File: src/rtl/int_pkg.sv
// Shared definitions for the four-source vectored interrupt controller.
// Holds the source count, configuration field offsets, the dispatch FSM
// state type and the lowest-set-bit helper used for priority decisions.
package int_pkg;

   localparam int NUM_IRQ  = 4;
   localparam int GIE_BIT  = 4;   // cfg = {gie, mask[3:0]}
   localparam int MASK_MSB = 3;

   typedef enum logic {
      S_IDLE     = 1'b0,
      S_DISPATCH = 1'b1
   } state_e;

   // Isolate the lowest set bit (bit 0 is the highest priority); zero in, zero out.
   function automatic logic [NUM_IRQ-1:0] lowest_set(input logic [NUM_IRQ-1:0] v);
      return v & (~v + 4'd1);
   endfunction

endpackage

File: src/rtl/irq_sync_edge.sv
// Single-line synchroniser plus rising-edge detector.
// Ports:
//   clk   - clock, rising edge
//   reset - asynchronous active-low reset
//   d     - raw asynchronous input line
//   rise  - one-cycle pulse when the synchronised line goes 0 -> 1
module irq_sync_edge #(
   parameter int SYNC_STAGES = 2
) (
   input  logic clk,
   input  logic reset,
   input  logic d,
   output logic rise
);

   logic [SYNC_STAGES-1:0] sync_r;
   logic                   dly_r;

   // Synchroniser chain and the extra delay flop used for edge detection.
   always_ff @(posedge clk or negedge reset) begin
      if (!reset) begin
         sync_r <= {SYNC_STAGES{1'b0}};
         dly_r  <= 1'b0;
      end else begin
         sync_r <= {sync_r[SYNC_STAGES-2:0], d};
         dly_r  <= sync_r[SYNC_STAGES-1];
      end
   end

   assign rise = sync_r[SYNC_STAGES-1] & ~dly_r;

endmodule

File: src/rtl/int_ctrl.sv
// Four-source vectored interrupt controller with fixed priority and nesting.
// Ports:
//   clk, reset  - clock and asynchronous active-low reset
//   irq_in[3:0] - raw interrupt lines, bit 0 highest priority
//   cfg_we/wd   - configuration write of {gie, mask[3:0]}
//   int_ack     - control-unit acknowledge
//   reti        - return from interrupt, retires the highest-priority in-service bit
//   int_req     - service request (combinational from registers)
//   ie[3:0]     - one-hot vector select, high for the single dispatch cycle
//   int_push    - return-address stack push strobe, same cycle as ie
//   pend_q, isr_q, cfg_q - pending, in-service and configuration registers
module int_ctrl
   import int_pkg::*;
#(
   parameter int SYNC_STAGES = 2
) (
   input  logic       clk,
   input  logic       reset,
   input  logic [3:0] irq_in,
   input  logic       cfg_we,
   input  logic [4:0] cfg_wd,
   input  logic       int_ack,
   input  logic       reti,
   output logic       int_req,
   output logic [3:0] ie,
   output logic       int_push,
   output logic [3:0] pend_q,
   output logic [3:0] isr_q,
   output logic [4:0] cfg_q
);

   state_e     state_r, state_nx_s;
   logic [3:0] pend_r, pend_nx_s;
   logic [3:0] isr_r, isr_nx_s;
   logic [4:0] cfg_r;
   logic [3:0] ie_r;
   logic       push_r;
   logic [3:0] rise_s;
   logic [3:0] allow_s;
   logic [3:0] elig_s;
   logic [3:0] sel_s;
   logic       req_s;
   logic       accept_s;

   for (genvar k = 0; k < NUM_IRQ; k++) begin : g_sync
      irq_sync_edge #(.SYNC_STAGES(SYNC_STAGES)) u_sync (
         .clk   (clk),
         .reset (reset),
         .d     (irq_in[k]),
         .rise  (rise_s[k])
      );
   end

   // Only sources strictly above the highest-priority active ISR may preempt.
   always_comb begin
      allow_s = 4'hF;
      if (isr_r == 4'd0) begin
         allow_s = 4'hF;
      end else begin
         allow_s = lowest_set(isr_r) - 4'd1;
      end
   end

   assign elig_s   = pend_r & cfg_r[MASK_MSB:0] & allow_s;
   assign sel_s    = lowest_set(elig_s);
   assign req_s    = cfg_r[GIE_BIT] & (|elig_s) & (state_r == S_IDLE);
   assign accept_s = int_ack & req_s;

   // Dispatch FSM next-state: one DISPATCH cycle per accepted acknowledge.
   always_comb begin
      state_nx_s = state_r;
      case (state_r)
         S_IDLE: begin
            if (accept_s) begin
               state_nx_s = S_DISPATCH;
            end else begin
               state_nx_s = S_IDLE;
            end
         end
         S_DISPATCH: state_nx_s = S_IDLE;
         default:    state_nx_s = S_IDLE;
      endcase
   end

   // Pending/in-service update; a new edge beats the ack clear, reti acts on the old isr.
   always_comb begin
      pend_nx_s = pend_r | rise_s;
      isr_nx_s  = isr_r;
      if (reti) begin
         isr_nx_s = isr_r & ~lowest_set(isr_r);
      end else begin
         isr_nx_s = isr_r;
      end
      if (accept_s) begin
         pend_nx_s = (pend_r & ~sel_s) | rise_s;
         isr_nx_s  = isr_nx_s | sel_s;
      end else begin
         pend_nx_s = pend_r | rise_s;
      end
   end

   // FSM state register.
   always_ff @(posedge clk or negedge reset) begin
      if (!reset) begin
         state_r <= S_IDLE;
      end else begin
         state_r <= state_nx_s;
      end
   end

   // Request/config registers and the registered dispatch strobes.
   always_ff @(posedge clk or negedge reset) begin
      if (!reset) begin
         pend_r <= 4'd0;
         isr_r  <= 4'd0;
         cfg_r  <= 5'd0;
         ie_r   <= 4'd0;
         push_r <= 1'b0;
      end else begin
         pend_r <= pend_nx_s;
         isr_r  <= isr_nx_s;
         if (cfg_we) begin
            cfg_r <= cfg_wd;
         end else begin
            cfg_r <= cfg_r;
         end
         if (accept_s) begin
            ie_r   <= sel_s;
            push_r <= 1'b1;
         end else begin
            ie_r   <= 4'd0;
            push_r <= 1'b0;
         end
      end
   end

   assign int_req  = req_s;
   assign ie       = ie_r;
   assign int_push = push_r;
   assign pend_q   = pend_r;
   assign isr_q    = isr_r;
   assign cfg_q    = cfg_r;

endmodule
File: config.mk
export PLATFORM = sky130hd
export DESIGN_NAME = int_ctrl
export DESIGN_NICKNAME = d
export VERILOG_FILES = /design/src/rtl/int_pkg.sv /design/src/rtl/irq_sync_edge.sv /design/src/rtl/int_ctrl.sv
export SDC_FILE = /design/constraint.sdc
export NUM_CORES = 1
export LEC_CHECK = 0
export BUFFER_PORTS_ARGS = -buffer_cell sky130_fd_sc_hd__buf_2
export CORE_ASPECT_RATIO = 1.1
export CORE_MARGIN = 4
export CORE_UTILIZATION = 49
export DETAILED_ROUTE_END_ITERATION = 8
export HOLD_SLACK_MARGIN = 0.03
export PLACE_DENSITY = 0.76
export SLEW_MARGIN = 15
export SYNTH_ARGS = -nofsm -noshare
export SYNTH_HDL_FRONTEND = slang
export SYNTH_HIERARCHICAL = 1
export SYNTH_SLANG_ARGS = --single-unit
File: constraint.sdc
create_clock -name clk -period 1.75 [get_ports clk]
set_clock_uncertainty 0.1 [all_clocks]
set_input_delay 0.175 -clock clk [delete_from_list [all_inputs] [get_ports clk]]
set_output_delay 0.175 -clock clk [all_outputs]
set_load 0.02 [all_outputs]
==> flow_metrics.tcl, run 1 <==
set metrics [dict create \
    die_h_um 58.5 \
    pin_count 33 \
    start_util_pct 50.9 \
    ys_ff_latch 31 \
    hold_viol 0 \
    drc 0 \
    multi_input_area_um2 365 \
    wl_per_cell_um 12.8 \
    synth_top_cell_by_area "dfrtp_1" \
    totalWireLength_um 2180 \
    core_area_um2 2230 \
    antenna_left 0 \
    syn-mean-instance-area_um2 13.8 \
    critPathKind "reg2out" \
    fin_cells 170 \
    cts_tree "built" \
    max-clock-path-buffers 2 \
    cpPeakStageDelay_ns 0.40 \
    grt.overflow.total 0 \
    nets 153 \
    post-route-period-util_pct 114 \
    worstHoldPathType "in2reg" \
    setup-violations-final 1 \
    synth_top_area_share_pct 68.4 \
    synthTopCellsByArea "dfrtp_1 68%, nor2b_4 4.9%, mux2_2 4.0%" \
    crit_family "simple AND/OR/NAND/NOR gates" \
    cts_sinks 31 \
    yosysSeqAreaShare_pct 68.4 \
    cp_slowest_cell "or3_4" \
    status "finished, violations left" \
    end_kind "primary output" \
    layout_setup_ws_ns -0.237 \
    yosysWarnings 6 \
    vias_per_cell 4.82 \
    ir_worst_vdd_mv 0.984 \
    numPortBuffers 32 \
    num_rows 18 \
    fillCellCount 151 \
    drv_cap 0 \
    vias 819 \
    leakagePower_nw 0.807 \
    netlist_area_um2 1130 \
    antenna_found_initial 0 \
    power-per-cell-area_nw_per_um2 1100 \
    die_w_um 53.9 \
    regArea_um2 776 \
    h-tree-depth 2 \
    drt-initial-drc-count 5 \
    num_antenna_cells 0 \
    cp.arrival_ns 1.71 \
    fmax_mhz 503 \
    synth_cell_types 24 \
    final_area_um2 1600 \
    syn_inst 82 \
    gp_congestion 0.822 \
    rsz0062_at_grt "yes" \
    tightest_slew_ns 0.647 \
    path_max_fanout 3 \
    violations "negative setup slack" \
    critPathRequiredTime_ns 1.47 \
    cp_cell_sequence "or3_4, o22a_4, nor3b_4, buf_6" \
    fin_crit_ns 1.99 \
    grt_max_degree 32 \
    slew_viol_final 0 \
    hpwl_um 1560 \
    path_clk_slew_ns 0.08 \
    clock_latency_ns 0.33 \
    placed_cells 147 \
    fin_tns_setup_ns -0.237 \
    grt_pass1_vias 852 \
    dr.pass1.iters 2 \
    syn-num-nets 96 \
    numCtsBuffers 5 \
    layout-drive-gt1-share_pct 42.1 \
    root_buffer "clkbuf_4" \
    max_slew_margin_pct 56.9 \
    start_kind "flop" \
    total_power_mw 1.77 \
    area_growth_pct 41.3 \
    dpl_cell_area_um2 1360 \
    die_area_um2 3150 \
    grt_pass1_wl_um 3810 \
    grt_util_all_layers_pct 17.6 \
    path_buf_inv 1 \
]
==> registers in the layout, indices dropped and copies added, names as in the netlist <==
name / cells
pend_q: 4
int_push: 1
ie: 4
g_sync.u_sync/dly_r: 4
g_sync.u_sync/sync_r: 8
state_r: 1
isr_q: 4
cfg_q: 5
==> Yosys cell counts <==
cell type,n
a21o_2,1
nor3_1,2
nor4_2,1
mux2_2,4
a21boi_0,1
and2_1,1
nand2_1,8
a22o_1,1
nor2b_4,4
nand3_1,1
o21a_1,1
dfrtp_1,31
nor2b_1,1
nand4_1,2
and3b_1,1
o22a_2,1
nor2_1,5
nand3b_1,2
inv_1,2
a21o_1,3
or3_4,1
nand2b_1,2
o21ai_0,5
nor3b_2,1
==> repair_timing <==
| action | 4_1_cts | 5_1_grt |
|---|---|---|
| hold buffers | 12 | 0 |
| setup endpoints to repair | 1 | 1 |
| pin swaps | 3 | 1 |
| endpoints found under the hold margin | 41 | 0 |
| setup buffers | 1 | 2 |
| resized for setup | 3 | 1 |
==> cell usage in the layout, fill, tap and decap left out, drive strengths merged, types with 2 or more instances in the layout <==
cell / instances
o21ai: 5
dfrtp: 31
nand2: 8
clkbuf: 6
nor2b: 5
nor2: 5
nand2b: 2
buf: 38
inv: 2
mux2: 4
dlygate4sd3: 12
nor3: 2
nand3b: 2
a21o: 4
nand4: 2
==> per-stage QoR <==
stage | hold WS (ns) | utilization (%) | setup WS [ns]
6_report | 0.101 | 71.9 | -0.237
5_1_grt | 0.112 | 71.9 | -0.292
4_1_cts | 0.0838 | 71.3 | -0.275
3_5_place_dp | 0.139 | 61.1 | 0.0544
3_3_place_gp | 0.137 | 61.1 | 0.125
2_1_floorplan | -0.221 | - | 0.00624
==> kinds of logic after synthesis <==
| family | count (synthesis) | synth area share [%] |
|---|---|---|
| muxes | 4 | 3.97 |
| and+or+nand+nor | 32 | 19.1 |
| AOI/OAI and AO/OA | 13 | 7.94 |
| buffers and inverters | 2 | 0.662 |
| DFF | 31 | 68.4 |
==> layer usage <==
| metal | wire, um | GRT usage [%] | share of wire (%) |
|---|---|---|---|
| met5 | 0 | 0 | 0 |
| met3 | 156 | 7.85 | 7.2 |
| met1 | 835 | 19.4 | 38 |
| met4 | 26 | 6.57 | 1.2 |
| met2 | 1160 | 29.2 | 53 |
==> where the power goes <==
group | switching [mW] | internal, mW
Sequential | 0.0417 | 0.776
Combinational | 0.203 | 0.182
Clock | 0.229 | 0.337
==> area by class of cell <==
cell class              instances  share of cell area, %
clock inverters                 2                   2.18
clock buffers                   6                   3.20
repair buffers                 50                   20.7
inverters                       2                  0.468
flip-flops and latches         31                   48.4
multi-input cells              49                   22.8
well taps                      30                   2.34
==> tightest hold or removal path: cells and delay by family <==
kind	cells	cell delay, ns
buf+inv	1	0.10
simple gates	2	0.21
==> final timing paths <==
kind                                                  from                    endpoint  slack (ns)  depth (start not counted)
min in group asynchronous                            reset      g_sync[3].u_sync/dly_r        0.29                          2
max in group asynchronous                            reset                       ie[0]        0.82                          2
worst max-delay path                              isr_q[1]                     int_req       -0.24                          4
worst max register to register                    isr_q[1]                    isr_q[3]        0.17                          4
worst min-delay path                               int_ack                    int_push        0.10                          3
worst min register to register  g_sync[0].u_sync/sync_r[0]  g_sync[0].u_sync/sync_r[1]        0.26                          0
Power figures use the tool's default switching activity.
==> run 2: changes to the inputs <==
--- a/config.mk
+++ b/config.mk
@@ -11,7 +11,7 @@
 export CORE_UTILIZATION = 49
 export DETAILED_ROUTE_END_ITERATION = 8
 export HOLD_SLACK_MARGIN = 0.03
-export PLACE_DENSITY = 0.76
+export PLACE_DENSITY = 0.82
 export SLEW_MARGIN = 15
 export SYNTH_ARGS = -nofsm -noshare
 export SYNTH_HDL_FRONTEND = slang
==> run 2 against run 1 <==
Compared with the run above:
- the run still ends with negative setup slack left
- first-iteration DRC count increased to 3.0 times the previous value
- critical path depth unchanged
- non-clock buffer count fell by 3
- critical endpoint unchanged
- design area fell by 1.7%
- hold slack lost 0.055 ns
- flip-flop and latch count is the same
- clock power rose by 0.9%
- largest power group unchanged
- sequential share of layout area rose by 0.84 points
==> flow_metrics.tcl, run 2 (synthesized netlist as in run 1, its figures left out) <==
set metrics [dict create \
    post-route-period-util_pct 111 \
    fin_crit_ns 1.95 \
    num_antenna_cells 0 \
    final_cell_mix "31 x dfrtp_1, 31 x buf_2, 10 x dlygate4sd3_1, 8 x nand2_1" \
    pin_count 33 \
    wl_per_cell_um 12.7 \
    die_h_um 58.5 \
    reg2reg_depth 4 \
    violations "negative setup slack" \
    grt_pass1_vias 814 \
    path_clk_slew_ns 0.10 \
    numPortBuffers 32 \
    end_kind "primary output" \
    whs_path_depth 2 \
    drv_cap 0 \
    top_register "g_sync.u_sync/sync_r" \
    power-per-cell-area_nw_per_um2 1120 \
    cts_sinks 31 \
    numCtsBuffers 5 \
    grt_max_degree 32 \
    crit_start "isr_q[1]" \
    hpwl_um 1510 \
    busiest_layer "met2" \
    critPathRequiredTime_ns 1.47 \
    grt_pass1_wl_um 3700 \
    final_area_um2 1580 \
    die_w_um 53.9 \
    rr_startpoint "isr_q[1]" \
    nets 150 \
    grt_use_met1_pct 19.7 \
    min_from "cfg_we" \
    layout-drive-gt1-share_pct 42.3 \
    dr.pass1.iters 4 \
    drt-initial-drc-count 15 \
    totalWireLength_um 2130 \
    fin_cells 167 \
    use_met3_pct 7.34 \
    h-tree-depth 2 \
    vias_per_cell 4.90 \
    worstHoldPathType "in2reg" \
    antenna_left 0 \
    start_util_pct 50.9 \
    hold_viol 0 \
    root_buffer "clkbuf_4" \
    setup-violations-final 1 \
    rsz0062_at_grt "yes" \
    gp_congestion 0.799 \
    largest_reg_flops 8 \
    met2_usage_pct 26.8 \
    grt_util_all_layers_pct 16.7 \
    leakagePower_nw 0.793 \
    max_slew_margin_pct 56.1 \
    cts_tree "built" \
    antenna_found_initial 0 \
    ir_worst_vdd_mv 0.880 \
    vias 819 \
    start_kind "flop" \
    die_area_um2 3150 \
    drc 0 \
    dpl_cell_area_um2 1350 \
    placed_cells 146 \
    holdWs_ns 0.0466 \
    clock_latency_ns 0.32 \
    num_rows 18 \
    max-clock-path-buffers 2 \
    status "finished, violations left" \
    core_area_um2 2230 \
    place_ws_ns 0.0991 \
    total_power_mw 1.77 \
    critPathKind "reg2out" \
    grt.overflow.total 0 \
    tightest_slew_ns 0.658 \
    fmax_mhz 514 \
    area_growth_pct 38.9 \
    layout_setup_ws_ns -0.197 \
    path_max_fanout 2 \
    slew_viol_final 0 \
    cp.arrival_ns 1.67 \
]
## run 2: changes by cell type in the layout (fill, tap and decap cells not counted)
cell,previous run,this run
a21boi_1,1,0
buf_4,6,5
a21boi_0,0,1
dlygate4sd3_1,12,10
## run 2: area by class of cell
class | instances | area [um^2]
repair buffers | 47 | 304
fillers | 152 | 653
clock inverters | 2 | 35.0
well taps | 30 | 37.5
flip-flops and latches | 31 | 776
multi-input cells | 49 | 365
clock buffers | 6 | 51.3
inverters | 2 | 7.51
## run 2: metrics by stage
stage | TNS [ns] | util [%]
after floorplan | 0 | -
after global placement | 0 | 60.7
after detailed placement | 0 | 60.7
after CTS | -0.210 | 70.7
after global routing | -0.295 | 70.7
final | -0.197 | 70.7
## run 2: what timing repair did
item                                   in CTS  in global routing
cloned                                      0                  0
hold buffers                               10                  0
resized for setup                           3                  0
pin swaps                                   2                  0
endpoints found under the hold margin      40                  0
setup endpoints to repair                   1                  1
setup buffers                               3                  0
## run 2: per-layer routing
layer / routed length [um] / up-vias
met5: 0 / -
met4: 17 / 0
met3: 147 / 2
met2: 1070 / 29
met1: 891 / 397
li1: - / 391
## run 2: worst max-delay path: stages (launching register included)
cell	delay, ns
dfrtp_1	0.39
or3_4	0.40
o22a_4	0.25
nor3b_4	0.17
buf_6	0.14
## run 2: path summary, 6_finish.rpt
path                       slack [ns]                    endpoint
hold / removal                   0.05                    cfg_q[2]
max in group asynchronous        0.81  g_sync[1].u_sync/sync_r[1]
hold reg to reg                  0.26  g_sync[0].u_sync/sync_r[1]
setup reg to reg                 0.15                    isr_q[3]
setup / recovery                -0.20                     int_req
min in group asynchronous        0.31                   pend_q[1]
## run 2: where the power goes
group          internal (mW)  leakage, nW  switching, mW
logic                  0.179        0.371          0.204
clock network          0.337       0.0482          0.235
registers              0.776        0.374         0.0403
